===== src/rtl/pipelined_adder.sv =====
// Pipelined WIDTH-bit add/subtract unit: one CHUNK-bit slice per stage, with the carry
// registered between stages and a valid/ready handshake on both sides.
module pipelined_adder #(
  parameter int WIDTH  = 16,
  parameter int STAGES = 4
) (
  input  logic             clk,
  input  logic             rst_n,
  input  logic             in_valid,
  output logic             in_ready,
  input  logic [WIDTH-1:0] a,
  input  logic [WIDTH-1:0] b,
  input  logic             c,
  input  logic             sub,
  output logic             out_valid,
  input  logic             out_ready,
  output logic [WIDTH-1:0] sum,
  output logic             carry,
  output logic             overflow
);

  localparam int CHUNK = WIDTH / STAGES;

  // Stage k holds the operand pair, the sum with slices 0..k finished, and the carry out of slice k
  logic [WIDTH-1:0] a_q [STAGES];
  logic [WIDTH-1:0] b_q [STAGES];
  logic [WIDTH-1:0] s_q [STAGES];
  logic             c_q [STAGES];
  logic             v_q [STAGES];
  logic [WIDTH-1:0] a_d [STAGES];
  logic [WIDTH-1:0] b_d [STAGES];
  logic [WIDTH-1:0] s_d [STAGES];
  logic             c_d [STAGES];
  logic             v_d [STAGES];
  logic             ovf_q, ovf_d;
  logic             adv;

  assign adv       = !v_q[STAGES-1] || out_ready;
  assign in_ready  = adv;
  assign out_valid = v_q[STAGES-1];
  assign sum       = s_q[STAGES-1];
  assign carry     = c_q[STAGES-1];
  assign overflow  = ovf_q;

  always_comb begin
    logic [WIDTH-1:0] a_s, b_s, s_s;
    logic             ci_s, v_s;
    logic [CHUNK:0]   slice;
    a_s   = '0;
    b_s   = '0;
    s_s   = '0;
    ci_s  = 1'b0;
    v_s   = 1'b0;
    slice = '0;
    for (int k = 0; k < STAGES; k++) begin
      if (k == 0) begin
        a_s  = a;
        b_s  = sub ? ~b : b;
        s_s  = '0;
        ci_s = sub ? 1'b1 : c;
        v_s  = in_valid;
      end else begin
        a_s  = a_q[k-1];
        b_s  = b_q[k-1];
        s_s  = s_q[k-1];
        ci_s = c_q[k-1];
        v_s  = v_q[k-1];
      end
      slice = {1'b0, a_s[k*CHUNK +: CHUNK]} + {1'b0, b_s[k*CHUNK +: CHUNK]}
            + {{CHUNK{1'b0}}, ci_s};
      s_d[k] = s_s;
      s_d[k][k*CHUNK +: CHUNK] = slice[CHUNK-1:0];
      a_d[k] = a_s;
      b_d[k] = b_s;
      c_d[k] = slice[CHUNK];
      v_d[k] = v_s;
    end
    // Carry into the MSB is recovered from the MSB sum bit and its two operand bits
    ovf_d = (s_d[STAGES-1][WIDTH-1] ^ a_d[STAGES-1][WIDTH-1] ^ b_d[STAGES-1][WIDTH-1])
          ^ c_d[STAGES-1];
  end

  always_ff @(posedge clk or negedge rst_n) begin
    if (!rst_n) begin
      for (int k = 0; k < STAGES; k++) begin
        a_q[k] <= '0;
        b_q[k] <= '0;
        s_q[k] <= '0;
        c_q[k] <= 1'b0;
        v_q[k] <= 1'b0;
      end
      ovf_q <= 1'b0;
    end else if (adv) begin
      for (int k = 0; k < STAGES; k++) begin
        a_q[k] <= a_d[k];
        b_q[k] <= b_d[k];
        s_q[k] <= s_d[k];
        c_q[k] <= c_d[k];
        v_q[k] <= v_d[k];
      end
      ovf_q <= ovf_d;
    end
  end

endmodule


===== config.mk =====
export PLATFORM = sky130hd
export DESIGN_NAME = pipelined_adder
export DESIGN_NICKNAME = d
export VERILOG_FILES = /design/src/rtl/pipelined_adder.sv
export SDC_FILE = /design/constraint.sdc
export NUM_CORES = 1
export LEC_CHECK = 0
export CAP_MARGIN = 40
export CORE_UTILIZATION = 55
export CTS_CLUSTER_DIAMETER = 30
export DETAILED_ROUTE_END_ITERATION = 10
export PLACE_DENSITY_LB_ADDON = 0.2
export SKIP_LAST_GASP = 1
export SYNTH_ARGS = -nofsm -noshare
export SYNTH_HDL_FRONTEND = slang
export SYNTH_SLANG_ARGS = --single-unit

===== constraint.sdc =====
create_clock -name clk -period 2.4 [get_ports clk]
set_input_delay 0.48 -clock clk [delete_from_list [all_inputs] [get_ports clk]]
set_output_delay 0.48 -clock clk [all_outputs]
set_load 0.03 [all_outputs]

### Word level (Yosys, flattened, before mapping)

Index checks and enable logic that the tools add are counted.

| storage, ports and cells | value |
|---|---|
| register bits after elaboration | 145 |
| latch bits | 0 |
| bits in writable memories | 0 |
| ROM bits | 0 |
| bits of input ports | 38 |
| word-level logic and storage cells | 35 |
| memories | 0 |

| operators by class | value |
|---|---|
| add/sub/neg operators | 8 |
| multipliers | 0 |
| div/mod/pow operators | 0 |
| magnitude comparators | 0 |
| eq/ne operators | 0 |
| shift-type cells | 0 |
| multiplexer cells | 2 |
| bitwise gates (word level) | 4 |
| reduce and logical (&&, ||, !) cells | 2 |

Operator list:

| cell | count |
|---|---|
| $add 4x4->5 | 4 |
| $add 5x1->5 | 4 |
| $mux 16 | 1 |
| $not 16->16 | 1 |
| $xor 1x1->1 | 3 |
| $logic_not 1->1 | 1 |
| $logic_or 1x1->1 | 1 |
| $mux 1 | 1 |

### Depth between registers and ports, before layout

| depth | value |
|---|---|
| depth after elaboration | 5 |
| depth in mapped cells | 8 |
| mapped depth without buffers | 6 |

### Least setup slack after synthesis

OpenSTA, ideal clock, no wires.

| path | value |
|---|---|
| path kind | input to register |
| start point | input sub |
| end point | register c_q[3] in the netlist's numbering |
| library setup time | 135 ps |
| data arrival time | 2308 ps |
| data required time | 2265 ps |
| slack | -43 ps |
| stages on the path | 8 |
| cell sequence | buf_2 buf_4 or2_2 fa_1 fa_1 a21o_1 a21oi_1 a21oi_1 |

| between the ends | value |
|---|---|
| cells in the longest elaborated chain, start to end | 3 |

Ends and longest elaborated chain:

| element | line | source |
|---|---|---|
| start: declaration | 14 | `input logic sub,` |
| $mux 16 | 58 | `b_s = sub ? ~b : b;` |
| $add 4x4->5 | 69 | `slice = {1'b0, a_s[k*CHUNK +: CHUNK]} + {1'b0, b_s[k*CHUNK +: CHUNK]}` |
| $add 5x1->5 * | 70 | `+ {{CHUNK{1'b0}}, ci_s};` |
| end signal: indexed assignment | 98 | `c_q[k] <= c_d[k];` |
| end: declaration | 28 | `logic c_q [STAGES];` |

Mark *: on every way between the ends. The rest lies on a longest branch, timed or not.
A chain may end at the register's enable or synchronous reset.

### Final worst setup path

Same ends and word-level chain as after synthesis.

==> impl_metrics.env <==
export IMPL_grt_use_total_pct=21.3
export IMPL_firstDrtPassIters=4
export IMPL_cellLeakagePower_nw=2.56
export IMPL_cp_arrival_ns=2.50
export IMPL_cts_buffer_depth=2
export IMPL_clk_pin_slew_worst_paths_ns=0.09
export IMPL_place_inst=600
export IMPL_drtAntennaViolNets=0
export IMPL_place_area_um2=4960
export IMPL_post_drt_wl_per_cell_um=12.1
export IMPL_syn2layout_area_growth_pct=20.9
export IMPL_vdd_drop_max_uv=808
export IMPL_yosysTopAreaCellShare_pct=56.8
export IMPL_tightest_slew_ns=0.406
export IMPL_stdcell_count=617
export IMPL_vias_per_cell=4.94
export IMPL_nFillCells=592
export IMPL_rows=31
export IMPL_port_buffers=57
export IMPL_min_path_type="reg -> reg"
export IMPL_clock_skew_ns=0.0121
export IMPL_worstSkewPairLatency_ns=0.36
export IMPL_drive_gt1_share_pct=6.18
export IMPL_cp_required_ns=2.64
export IMPL_io_pins=58
export IMPL_grt_overflow=0
export IMPL_place_worst_setup_slack_ns=-0.266
export IMPL_min_period_over_period_pct=94.5
export IMPL_gp_congestion=0.817
export IMPL_htreeDepth=3
export IMPL_min_period_ns=2.27
export IMPL_synth_area_leaders="dfrtp_1 57%, nand2_1 20%, fa_1 3.7%"
export IMPL_slew_headroom_pct=72.9
export IMPL_die_width_um=90.1
export IMPL_critPathCaptureType="flop"
export IMPL_vias=3046
export IMPL_finalWirelength_mm=7.46
export IMPL_cts_root_buf="clkbuf_8"
export IMPL_post_cts_resized=0
export IMPL_drc=0
export IMPL_report_final_slew_viol_count=0
export IMPL_fin_nets=571
export IMPL_synth_top_area_cell="dfrtp_1"
export IMPL_start_kind="input port"
export IMPL_grt_setup_unrepaired="false"
export IMPL_numCtsBuffers=9
export IMPL_cts_sink_count=97
export IMPL_hold_depth=2
export IMPL_cts_tree="built"
export IMPL_syn_cell_area_um2=4270
export IMPL_finalWorstSetupSlack_ns=0.131
export IMPL_synth_seq_area_share_pct=56.8
export IMPL_grt_max_degree=105
export IMPL_cp_max_fo=3
export IMPL_finalSetupViolCount=0
export IMPL_core_um2=7370
export IMPL_crit_type="in -> reg"
export IMPL_reg2regPathDepth=6
export IMPL_dieHeight_um=90.1
export IMPL_place_hpwl_mm=5.10
export IMPL_synth_warning_count=0
export IMPL_avgSynthCellArea_um2=9.33
export IMPL_grt_pass1_wl_mm=13.9
export IMPL_status="finished, final reports clean"
export IMPL_die_area_um2=8120
export IMPL_initial_core_util_pct=58.0
export IMPL_antenna_found_initial=0
export IMPL_synth_seq_cells=97
export IMPL_first_global_vias=3129
export IMPL_tns_ns=0
export IMPL_design_area_um2=5160
export IMPL_ys_types=27
export IMPL_syn_num_nets=516
export IMPL_fmaxAchievable_mhz=441
export IMPL_syn_inst=458
export IMPL_n_antenna_cell=0
export IMPL_first_iter_violations=108
export IMPL_total_power_mw=6.51
export IMPL_max_cap_violations=0
export IMPL_power_density_nw_per_um2=1260
export IMPL_finalHoldViolCount=0
[state kept, by name, indices dropped and copies added, names as in the netlist]
name       cells
v_d            3
b_d           24
out_valid      1
carry          1
c_q            3
a_d           24
overflow       1
sum           16
s_d           24
[synth_stat cells (all sizes together)]
master    n
a211oi    2
a21o      4
a21oi    12
a31oi     1
and3      1
buf      14
clkbuf    9
dfrtp    97
fa        8
ha       12
inv       8
nand2   222
nand2b    1
nand3     2
nor2     10
nor2b     3
o211a     1
o21ai    24
o21bai    1
o31ai     1
or2       1
or3b      1
xnor2    13
xor2     10
[critical path: stages]
cell and delay, ns:
clkdlybuf4s50_1 0.50, or2_2 0.34, fa_1 0.42, fa_2 0.37, a21o_1 0.19, a21oi_1 0.13
a21oi_1 0.08
[per-layer routing]
metal | vias up | wire (um) | global-route usage (%)
met5 | - | 0 | 0
met4 | 0 | 88 | 8.47
met3 | 6 | 272 | 2.96
met2 | 54 | 3510 | 34.2
met1 | 1446 | 3580 | 29.4
li1 | 1540 | - | -
[report_power, final]
| group | total, mW | switching (mW) | internal [mW] |
|---|---|---|---|
| logic | 2.69 | 1.54 | 1.14 |
| registers | 2.77 | 0.405 | 2.36 |
| clock network | 1.05 | 0.563 | 0.492 |
[metrics by stage]
step                      hold slack, ns  util, %
after floorplan                    0.184        -
after global placement             0.323     67.3
after detailed placement           0.326     67.3
after CTS                          0.477     70.1
after global routing               0.490     70.1
final                              0.471     70.1
[area by class of cell]
cell class	instances	area, um^2	area share [%]
Clock buffer	11	131	2.54
Tap cell	99	124	2.40
Timing Repair Buffer	67	668	12.9
Multi-Input combinational cell	330	1720	33.3
Clock inverter	5	65.1	1.26
Inverter	8	30.0	0.582
Sequential cell	97	2430	47.0
[worst paths after layout]
path / startpoint / end / slack (ns)
max in group asynchronous: rst_n / s_d[11] / 1.34
worst max register to register: c_q[1] / overflow / 0.33
worst min register to register: sum[2] / sum[2] / 0.47
worst min-delay path: sum[2] / sum[2] / 0.47
min in group asynchronous: rst_n / sum[4] / 0.48
worst max-delay path: sub / c_q[3] / 0.13
[kinds of logic after synthesis]
logic type | Yosys count | share of synthesized area [%]
AOI/OAI and AO/OA | 46 | 6.24
xor gates and xnor gates | 23 | 4.72
adders and majority gates | 20 | 7.26
buffers and inverters | 31 | 3.19
DFF | 97 | 56.8
and+or+nand+nor | 241 | 21.8
[cells in the final DEF (no fill, tap or decap), drive strengths merged, types with 4 or more instances in the layout]
master	Yosys	layout
inv	8	9
o21ai	24	24
a21o	4	4
dfrtp	97	97
a21oi	12	12
nand2	222	222
xnor2	13	13
clkbuf	9	11
fa	8	8
nor2	10	10
buf	14	11
clkdlybuf4s50	0	55
xor2	10	10
ha	12	12
[what timing repair did]
action | 4_1_cts | 5_1_grt
hold buffers | 1 | 0
endpoints found under the hold margin | 9 | 0
endpoints found under the setup margin | 0 | 0
buffers inserted | 0 | 0
No activity file was read; power rests on OpenSTA's default activity.
